===== config.mk =====
export PLATFORM = sky130hd
export DESIGN_NAME = redma_ctrl_slave
export DESIGN_NICKNAME = d
export VERILOG_FILES = /design/src/rtl/redma_ctrl_pkg.sv /design/src/rtl/redma_intr_ctrl.sv /design/src/rtl/redma_ctrl_slave.sv
export SDC_FILE = /design/constraint.sdc
export NUM_CORES = 1
export LEC_CHECK = 0
export BUFFER_PORTS_ARGS = -buffer_cell sky130_fd_sc_hd__buf_2
export CAP_MARGIN = 5
export CELL_PAD_IN_SITES_DETAIL_PLACEMENT = 0
export CELL_PAD_IN_SITES_GLOBAL_PLACEMENT = 1
export CORE_ASPECT_RATIO = 0.6
export CORE_MARGIN = 2
export CORE_UTILIZATION = 28
export DETAILED_ROUTE_END_ITERATION = 6
export MAX_ROUTING_LAYER = met4
export PLACE_DENSITY_LB_ADDON = 0.3
export REMOVE_ABC_BUFFERS = 1
export SLEW_MARGIN = 25
export SYNTH_ARGS = -nofsm -noshare
export SYNTH_HDL_FRONTEND = slang
export SYNTH_HIERARCHICAL = 1
export SYNTH_SLANG_ARGS = --single-unit

===== constraint.sdc =====
create_clock -name clk -period 6.31 [get_ports clk]
set_clock_uncertainty 0.1 [all_clocks]
set_input_delay 0.631 -clock clk [delete_from_list [all_inputs] [get_ports clk]]
set_output_delay 0.631 -clock clk [all_outputs]
set_load 0.05 [all_outputs]

===== src/rtl/redma_ctrl_pkg.sv =====
// Shared constants, response codes and write-path state for the REDMA control slave.
package redma_ctrl_pkg;

    localparam logic [7:0] REG_START       = 8'h00;
    localparam logic [7:0] REG_ENABLE_INTR = 8'h04;
    localparam logic [7:0] REG_CLEAR_INTR  = 8'h0C;
    localparam logic [7:0] REG_READER_ADDR = 8'h10;
    localparam logic [7:0] REG_WRITER_ADDR = 8'h20;
    localparam logic [7:0] REG_BTT         = 8'h30;

    localparam logic [1:0] RESP_OKAY   = 2'd0;
    localparam logic [1:0] RESP_SLVERR = 2'd2;

    typedef enum logic [1:0] {
        IDLE   = 2'd0,
        COMMIT = 2'd1,
        RESP   = 2'd2
    } wr_state_e;

    // Byte-lane merge of new data into an existing 32-bit register.
    function automatic logic [31:0] strb_merge(input logic [31:0] old_v,
                                               input logic [31:0] new_v,
                                               input logic [3:0]  strb);
        logic [31:0] res;
        for (int i = 0; i < 4; i++) begin
            res[i*8 +: 8] = strb[i] ? new_v[i*8 +: 8] : old_v[i*8 +: 8];
        end
        return res;
    endfunction

endpackage


===== src/rtl/redma_intr_ctrl.sv =====
// Interrupt pending/enable bookkeeping; intr is a registered OR of enabled pending causes.
module redma_intr_ctrl (
    input  logic       clk,
    input  logic       rst,
    input  logic       reader_done,
    input  logic       writer_done,
    input  logic       en_we,
    input  logic [1:0] en_data,
    input  logic [1:0] clr,
    output logic       intr
);

    logic [1:0] pending_r;
    logic [1:0] enable_r;
    logic [1:0] pending_n_s;
    logic [1:0] enable_n_s;
    logic       intr_r;

    // Next pending/enable values; a done arriving with a clear keeps the bit set.
    always_comb begin
        pending_n_s = (pending_r & ~clr) | {writer_done, reader_done};
        if (en_we) begin
            enable_n_s = en_data;
        end else begin
            enable_n_s = enable_r;
        end
    end

    // State registers and the registered interrupt level.
    always_ff @(posedge clk) begin
        if (rst) begin
            pending_r <= 2'b00;
            enable_r  <= 2'b00;
            intr_r    <= 1'b0;
        end else begin
            pending_r <= pending_n_s;
            enable_r  <= enable_n_s;
            intr_r    <= |(pending_n_s & enable_n_s);
        end
    end

    assign intr = intr_r;

endmodule


===== src/rtl/redma_ctrl_slave.sv =====
// AXI-Lite write-only control slave for the REDMA engines: start pulses, address/length
// registers, busy tracking and the interrupt controller.
module redma_ctrl_slave
    import redma_ctrl_pkg::*;
#(
    parameter int DECODE_BITS = 8
) (
    input  logic        clk,
    input  logic        rst,
    input  logic [31:0] io_control_aw_awaddr,
    input  logic [2:0]  io_control_aw_awprot,
    input  logic        io_control_aw_awvalid,
    output logic        io_control_aw_awready,
    input  logic [31:0] io_control_w_wdata,
    input  logic [3:0]  io_control_w_wstrb,
    input  logic        io_control_w_wvalid,
    output logic        io_control_w_wready,
    output logic [1:0]  io_control_b_bresp,
    output logic        io_control_b_bvalid,
    input  logic        io_control_b_bready,
    input  logic        reader_done,
    input  logic        writer_done,
    output logic        reader_start,
    output logic        writer_start,
    output logic        write_zero,
    output logic [31:0] reader_addr,
    output logic [31:0] writer_addr,
    output logic [31:0] btt,
    output logic        intr
);

    wr_state_e              state_r, state_n;
    logic                   aw_full_r, w_full_r, awready_r, wready_r;
    logic [DECODE_BITS-1:2] aw_addr_r;
    logic [31:0]            w_data_r;
    logic [3:0]             w_strb_r;
    logic                   bvalid_r;
    logic [1:0]             bresp_r;
    logic                   reader_start_r, writer_start_r, write_zero_r;
    logic                   busy_rd_r, busy_wr_r;
    logic [31:0]            reader_addr_r, writer_addr_r, btt_r;

    logic                   aw_acc_s, w_acc_s, b_hs_s, aw_full_n_s, w_full_n_s, commit_s;
    logic [DECODE_BITS-1:0] reg_off_s;
    logic                   regs_busy_s;
    logic [1:0]             resp_s, clr_s;
    logic                   rd_go_s, wr_go_s, wz_we_s, ra_we_s, wa_we_s, btt_we_s, en_we_s;
    logic                   unused_s;

    assign unused_s = ^{io_control_aw_awprot, io_control_aw_awaddr[31:DECODE_BITS],
                        io_control_aw_awaddr[1:0]};

    assign aw_acc_s    = io_control_aw_awvalid & awready_r;
    assign w_acc_s     = io_control_w_wvalid & wready_r;
    assign b_hs_s      = bvalid_r & io_control_b_bready;
    assign aw_full_n_s = b_hs_s ? 1'b0 : (aw_full_r | aw_acc_s);
    assign w_full_n_s  = b_hs_s ? 1'b0 : (w_full_r | w_acc_s);
    assign commit_s    = (state_r == COMMIT);
    assign reg_off_s   = {aw_addr_r, 2'b00};
    assign regs_busy_s = busy_rd_r | busy_wr_r;

    // Write-path sequencing: wait for both holders, commit once, hold B until accepted.
    always_comb begin
        state_n = state_r;
        case (state_r)
            IDLE: begin
                if (aw_full_n_s && w_full_n_s) begin
                    state_n = COMMIT;
                end else begin
                    state_n = IDLE;
                end
            end
            COMMIT:  state_n = RESP;
            RESP: begin
                if (b_hs_s) begin
                    state_n = IDLE;
                end else begin
                    state_n = RESP;
                end
            end
            default: state_n = IDLE;
        endcase
    end

    // Register decode and response selection for the held write.
    always_comb begin
        resp_s   = RESP_OKAY;
        rd_go_s  = 1'b0;
        wr_go_s  = 1'b0;
        wz_we_s  = 1'b0;
        ra_we_s  = 1'b0;
        wa_we_s  = 1'b0;
        btt_we_s = 1'b0;
        en_we_s  = 1'b0;
        clr_s    = 2'b00;
        case (reg_off_s)
            DECODE_BITS'(REG_START): begin
                rd_go_s = w_strb_r[0] & w_data_r[0] & ~busy_rd_r;
                wr_go_s = w_strb_r[0] & w_data_r[1] & ~busy_wr_r;
                wz_we_s = w_strb_r[1];
                if (w_strb_r[0] & ((w_data_r[0] & busy_rd_r) | (w_data_r[1] & busy_wr_r))) begin
                    resp_s = RESP_SLVERR;
                end else begin
                    resp_s = RESP_OKAY;
                end
            end
            DECODE_BITS'(REG_ENABLE_INTR): en_we_s = w_strb_r[0];
            DECODE_BITS'(REG_CLEAR_INTR):  clr_s   = w_strb_r[0] ? w_data_r[1:0] : 2'b00;
            DECODE_BITS'(REG_READER_ADDR): begin
                if (regs_busy_s && (w_strb_r != 4'b0000)) begin
                    resp_s = RESP_SLVERR;
                end else begin
                    ra_we_s = 1'b1;
                end
            end
            DECODE_BITS'(REG_WRITER_ADDR): begin
                if (regs_busy_s && (w_strb_r != 4'b0000)) begin
                    resp_s = RESP_SLVERR;
                end else begin
                    wa_we_s = 1'b1;
                end
            end
            DECODE_BITS'(REG_BTT): begin
                if (regs_busy_s && (w_strb_r != 4'b0000)) begin
                    resp_s = RESP_SLVERR;
                end else begin
                    btt_we_s = 1'b1;
                end
            end
            default: resp_s = RESP_SLVERR;
        endcase
    end

    // Holders, response channel, control registers and engine busy flags.
    always_ff @(posedge clk) begin
        if (rst) begin
            state_r        <= IDLE;
            aw_full_r      <= 1'b0;
            w_full_r       <= 1'b0;
            awready_r      <= 1'b0;
            wready_r       <= 1'b0;
            aw_addr_r      <= '0;
            w_data_r       <= 32'h0000_0000;
            w_strb_r       <= 4'b0000;
            bvalid_r       <= 1'b0;
            bresp_r        <= RESP_OKAY;
            reader_start_r <= 1'b0;
            writer_start_r <= 1'b0;
            write_zero_r   <= 1'b0;
            busy_rd_r      <= 1'b0;
            busy_wr_r      <= 1'b0;
            reader_addr_r  <= 32'h0000_0000;
            writer_addr_r  <= 32'h0000_0000;
            btt_r          <= 32'h0000_0000;
        end else begin
            state_r   <= state_n;
            aw_full_r <= aw_full_n_s;
            w_full_r  <= w_full_n_s;
            awready_r <= ~aw_full_n_s;
            wready_r  <= ~w_full_n_s;
            if (aw_acc_s) aw_addr_r <= io_control_aw_awaddr[DECODE_BITS-1:2];
            if (w_acc_s) begin
                w_data_r <= io_control_w_wdata;
                w_strb_r <= io_control_w_wstrb;
            end
            if (commit_s) begin
                bvalid_r <= 1'b1;
                bresp_r  <= resp_s;
            end else if (b_hs_s) begin
                bvalid_r <= 1'b0;
                bresp_r  <= RESP_OKAY;
            end
            reader_start_r <= commit_s & rd_go_s;
            writer_start_r <= commit_s & wr_go_s;
            if (commit_s && wz_we_s)  write_zero_r  <= w_data_r[8];
            if (commit_s && ra_we_s)  reader_addr_r <= strb_merge(reader_addr_r, w_data_r, w_strb_r);
            if (commit_s && wa_we_s)  writer_addr_r <= strb_merge(writer_addr_r, w_data_r, w_strb_r);
            if (commit_s && btt_we_s) btt_r         <= strb_merge(btt_r, w_data_r, w_strb_r);
            if (commit_s && rd_go_s)  busy_rd_r <= 1'b1;
            else if (reader_done)     busy_rd_r <= 1'b0;
            if (commit_s && wr_go_s)  busy_wr_r <= 1'b1;
            else if (writer_done)     busy_wr_r <= 1'b0;
        end
    end

    redma_intr_ctrl u_intr (
        .clk         (clk),
        .rst         (rst),
        .reader_done (reader_done),
        .writer_done (writer_done),
        .en_we       (commit_s & en_we_s),
        .en_data     (w_data_r[1:0]),
        .clr         (commit_s ? clr_s : 2'b00),
        .intr        (intr)
    );

    assign io_control_aw_awready = awready_r;
    assign io_control_w_wready   = wready_r;
    assign io_control_b_bvalid   = bvalid_r;
    assign io_control_b_bresp    = bresp_r;
    assign reader_start          = reader_start_r;
    assign writer_start          = writer_start_r;
    assign write_zero            = write_zero_r;
    assign reader_addr           = reader_addr_r;
    assign writer_addr           = writer_addr_r;
    assign btt                   = btt_r;

endmodule


==> results.json <==
{
  "netlist.area_leader.share_pct": 53.5,
  "clkLatencyLatePin_ns": 0.42,
  "leakage_nw": 3.76,
  "layout_min_cycle_time_ns": 2.60,
  "reg2reg_to": "reader_addr[24]$_SDFFE_PP0P_",
  "p_comb_share_pct": 4.9,
  "reg2regPathDepth": 5,
  "setup_violations": 0,
  "async_flop_share_pct": 0,
  "initialDrtViolationCount": 200,
  "final_net_count": 808,
  "netlist_area_um2": 5840,
  "muxShareOfSynthArea_pct": 17.0,
  "tightest_slew_ns": 0.969,
  "yosysUniqueCellTypes": 34,
  "crit_required_ns": 6.49,
  "postCtsSetupRepairBufs": 0,
  "netSwitchingFraction_pct": 23.3,
  "p_sw_mw": 0.516,
  "final-hold-violation-count": 0,
  "drc": 0,
  "dpl_worst_slack_ns": 3.68,
  "num-fill-cells": 2044,
  "r2r_slack_ns": 3.71,
  "min_from": "io_control_w_wdata[19]",
  "grt_pass1_vias": 4476,
  "path_cells": "nor4_4 -> buf_4 -> o2111ai_2 -> mux2i_1 -> nor2_1",
  "synth_edf_count": 0,
  "numCtsBuffers": 17,
  "power_density_nw_per_um2": 296,
  "grt_setup_unrepaired": "no",
  "stdcell_area_um2": 7500,
  "hold_class": "in2reg",
  "seqPwrFrac_pct": 46.2,
  "max_freq_mhz": 385,
  "ir_drop_v": 0.000175,
  "synth-simple-area-share_pct": 16.6,
  "p_total_mw": 2.22,
  "die_area_um2": 22100,
  "gr-usage-all-layers_pct": 15.2,
  "multi_input_area_um2": 2580,
  "seq_area_um2": 3120,
  "drive_gt1_share_pct": 27.9,
  "via_per_inst": 4.50,
  "cts-hold-fix-buffers": 0,
  "slowest_stage": "nor4_4",
  "crit_arrival_ns": 2.77,
  "synthTopCellsByCount": "dfxtp_1, nor2_1, mux2i_1, nand2_1, a21oi_1",
  "drt_pass1_iterations": 5,
  "finalWorstSetupSlack_ns": 3.71,
  "start_util_pct": 28.9,
  "maxCapViolations": 0,
  "cts_root_buf": "clkbuf_16",
  "worstSetupStartpointType": "flop",
  "synth-xor-area-share_pct": 0,
  "coreArea_um2": 20200,
  "synth.avg_cell_area_um2": 9.95,
  "cts_resized": 0,
  "slew_viol_final": 0,
  "synth-compound-area-share_pct": 10.0,
  "cts_tree": "built",
  "clockBufferDepth": 2,
  "ys_warn_count": 6,
  "yosysTopAreaCell": "dfxtp_1",
  "portBuffers": 152,
  "wl_per_cell_um": 15.6,
  "whs_ns": 0.340,
  "power.internal_mw": 1.70,
  "yosysMostFrequentCell": "dfxtp_1",
  "grt_pass1_wl_um": 24400,
  "die_y_um": 116,
  "place_area_um2": 6860,
  "num_rows": 40,
  "gr-total-overflow": 0,
  "cp-end-kind": "flop",
  "routed_wl_um": 15900,
  "synthFlopType": "dfxtp_1",
  "outcome": "completed",
  "place_hpwl_um": 10900,
  "ios": 183,
  "pwr-share-clk_pct": 48.9,
  "ys_seq_area_share_pct": 53.5,
  "synth_fa_ha_area_share_pct": 0,
  "worstSetupEndpoint": "reader_addr[24]$_SDFFE_PP0P_",
  "cp-startpoint": "w_strb_r[0]$_SDFFE_PP0P_",
  "setup_tns_ns": 0,
  "ant_nets": 0,
  "area_growth_pct": 28.5,
  "ys_top_cells_by_area": "dfxtp_1, mux2i_1, nor2_1",
  "clk_pin_slew_worst_paths_ns": 0.07,
  "route.vias.total": 4579,
  "critical_path_class": "reg2reg",
  "critPathMaxFanout": 8,
  "die_x_um": 190,
  "antenna_found_initial": 2,
  "ys_ff_latch": 156,
  "netlist_instances": 587,
  "gp_congestion": 0.790,
  "max_stage_delay_ns": 0.77,
  "max_slew_margin_pct": 35.4,
  "synth_top_family_by_area": "multiplexers",
  "fin_crit_sh_pct": 41.1,
  "cts_sinks": 156,
  "h-tree-depth": 4,
  "regToRegStartpoint": "w_strb_r[0]$_SDFFE_PP0P_",
  "grt_start_max_net_pins": 83
}
==> cell usage in the layout (no fill, tap or decap), types with 3 or more instances in the layout <==
master,count
dfxtp_1,156
buf_2,151
nor2_1,103
mux2i_1,99
nand2_1,82
a21oi_1,52
clkbuf_16,17
o2111ai_4,9
nand3_1,9
buf_4,8
nand2b_1,5
clkinv_4,5
nor4b_1,4
bufinv_16,4
nor2b_1,3
nand3b_1,3
o2111ai_2,3
clkinv_2,3
inv_1,3
==> worst min-delay path by stage <==
stage	slack [ns]	cells after the start	end
5_1_grt	0.32	3	w_data_r[15]$_SDFFE_PP0P_
3_3_place_gp	0.36	2	u_intr/pending_r[0]$_SDFF_PP0_
2_1_floorplan	0.34	2	u_intr/pending_r[1]$_SDFF_PP0_
6_report	0.34	3	w_data_r[19]$_SDFFE_PP0P_
4_1_cts	0.31	3	w_data_r[19]$_SDFFE_PP0P_
3_5_place_dp	0.37	1	w_full_r$_SDFF_PP0_
==> per-layer routing <==
| layer | part of all wire, % | wire (um) | track usage [%] | vias up |
|---|---|---|---|---|
| met5 | 0 | 0 | - | - |
| met4 | 0.79 | 125 | 4.50 | 0 |
| met3 | 8.5 | 1360 | 6.84 | 12 |
| met2 | 40 | 6370 | 21.2 | 135 |
| met1 | 51 | 8050 | 19.6 | 2151 |
| li1 | - | - | - | 2281 |
==> registers in the layout, indices dropped and copies added (netlist names), 2 cells and up <==
signal and flops:
btt 32, reader_addr 32, w_data_r 32, writer_addr 32
aw_addr_r 6, w_strb_r 4, state_r 2, u_intr/enable_r 2
u_intr/pending_r 2
==> worst max-delay path: cells and delay by family, from the launching register on <==
family	cells	cell delay, ns
AND/OR/NAND/NOR	2	0.83
flip-flops	1	0.44
AO/OA/AOI/OAI	1	0.44
buffers and inverters	1	0.33
multiplexers	1	0.31
==> power by group through the flow <==
stage	combinational [mW]	sequential (mW)	clock [mW]
finish	0.109	1.02	1.08
global route	0.120	1.03	1.16
CTS	0.110	1.02	1.12
detailed placement	0.110	1.05	0
global placement	0.107	1.04	0
floorplan	0.0510	1.05	0
==> cell type report <==
class | instances | share of cell area [%]
clock inverters | 14 | 2.60
repair buffers | 159 | 10.9
clock buffers | 18 | 5.72
multi-input cells | 393 | 34.4
well taps | 273 | 4.55
inverters | 3 | 0.150
diodes | 2 | 0.0667
flip-flops and latches | 156 | 41.6
==> kinds of logic after synthesis <==
family / count (synthesis)
and+or+nand+nor: 223
DFF: 156
muxes: 99
AOI/OAI and AO/OA: 70
buffers and inverters: 38
other: 1
==> metrics by stage <==
| step | util [%] | std cells |
|---|---|---|
| after floorplan | - | 552 |
| after global placement | 33.9 | 984 |
| after detailed placement | 33.9 | 984 |
| after CTS | 37.0 | 1016 |
| after global routing | 37.1 | 1018 |
| final | 37.1 | 1018 |
Power figures use the tool's default switching activity.
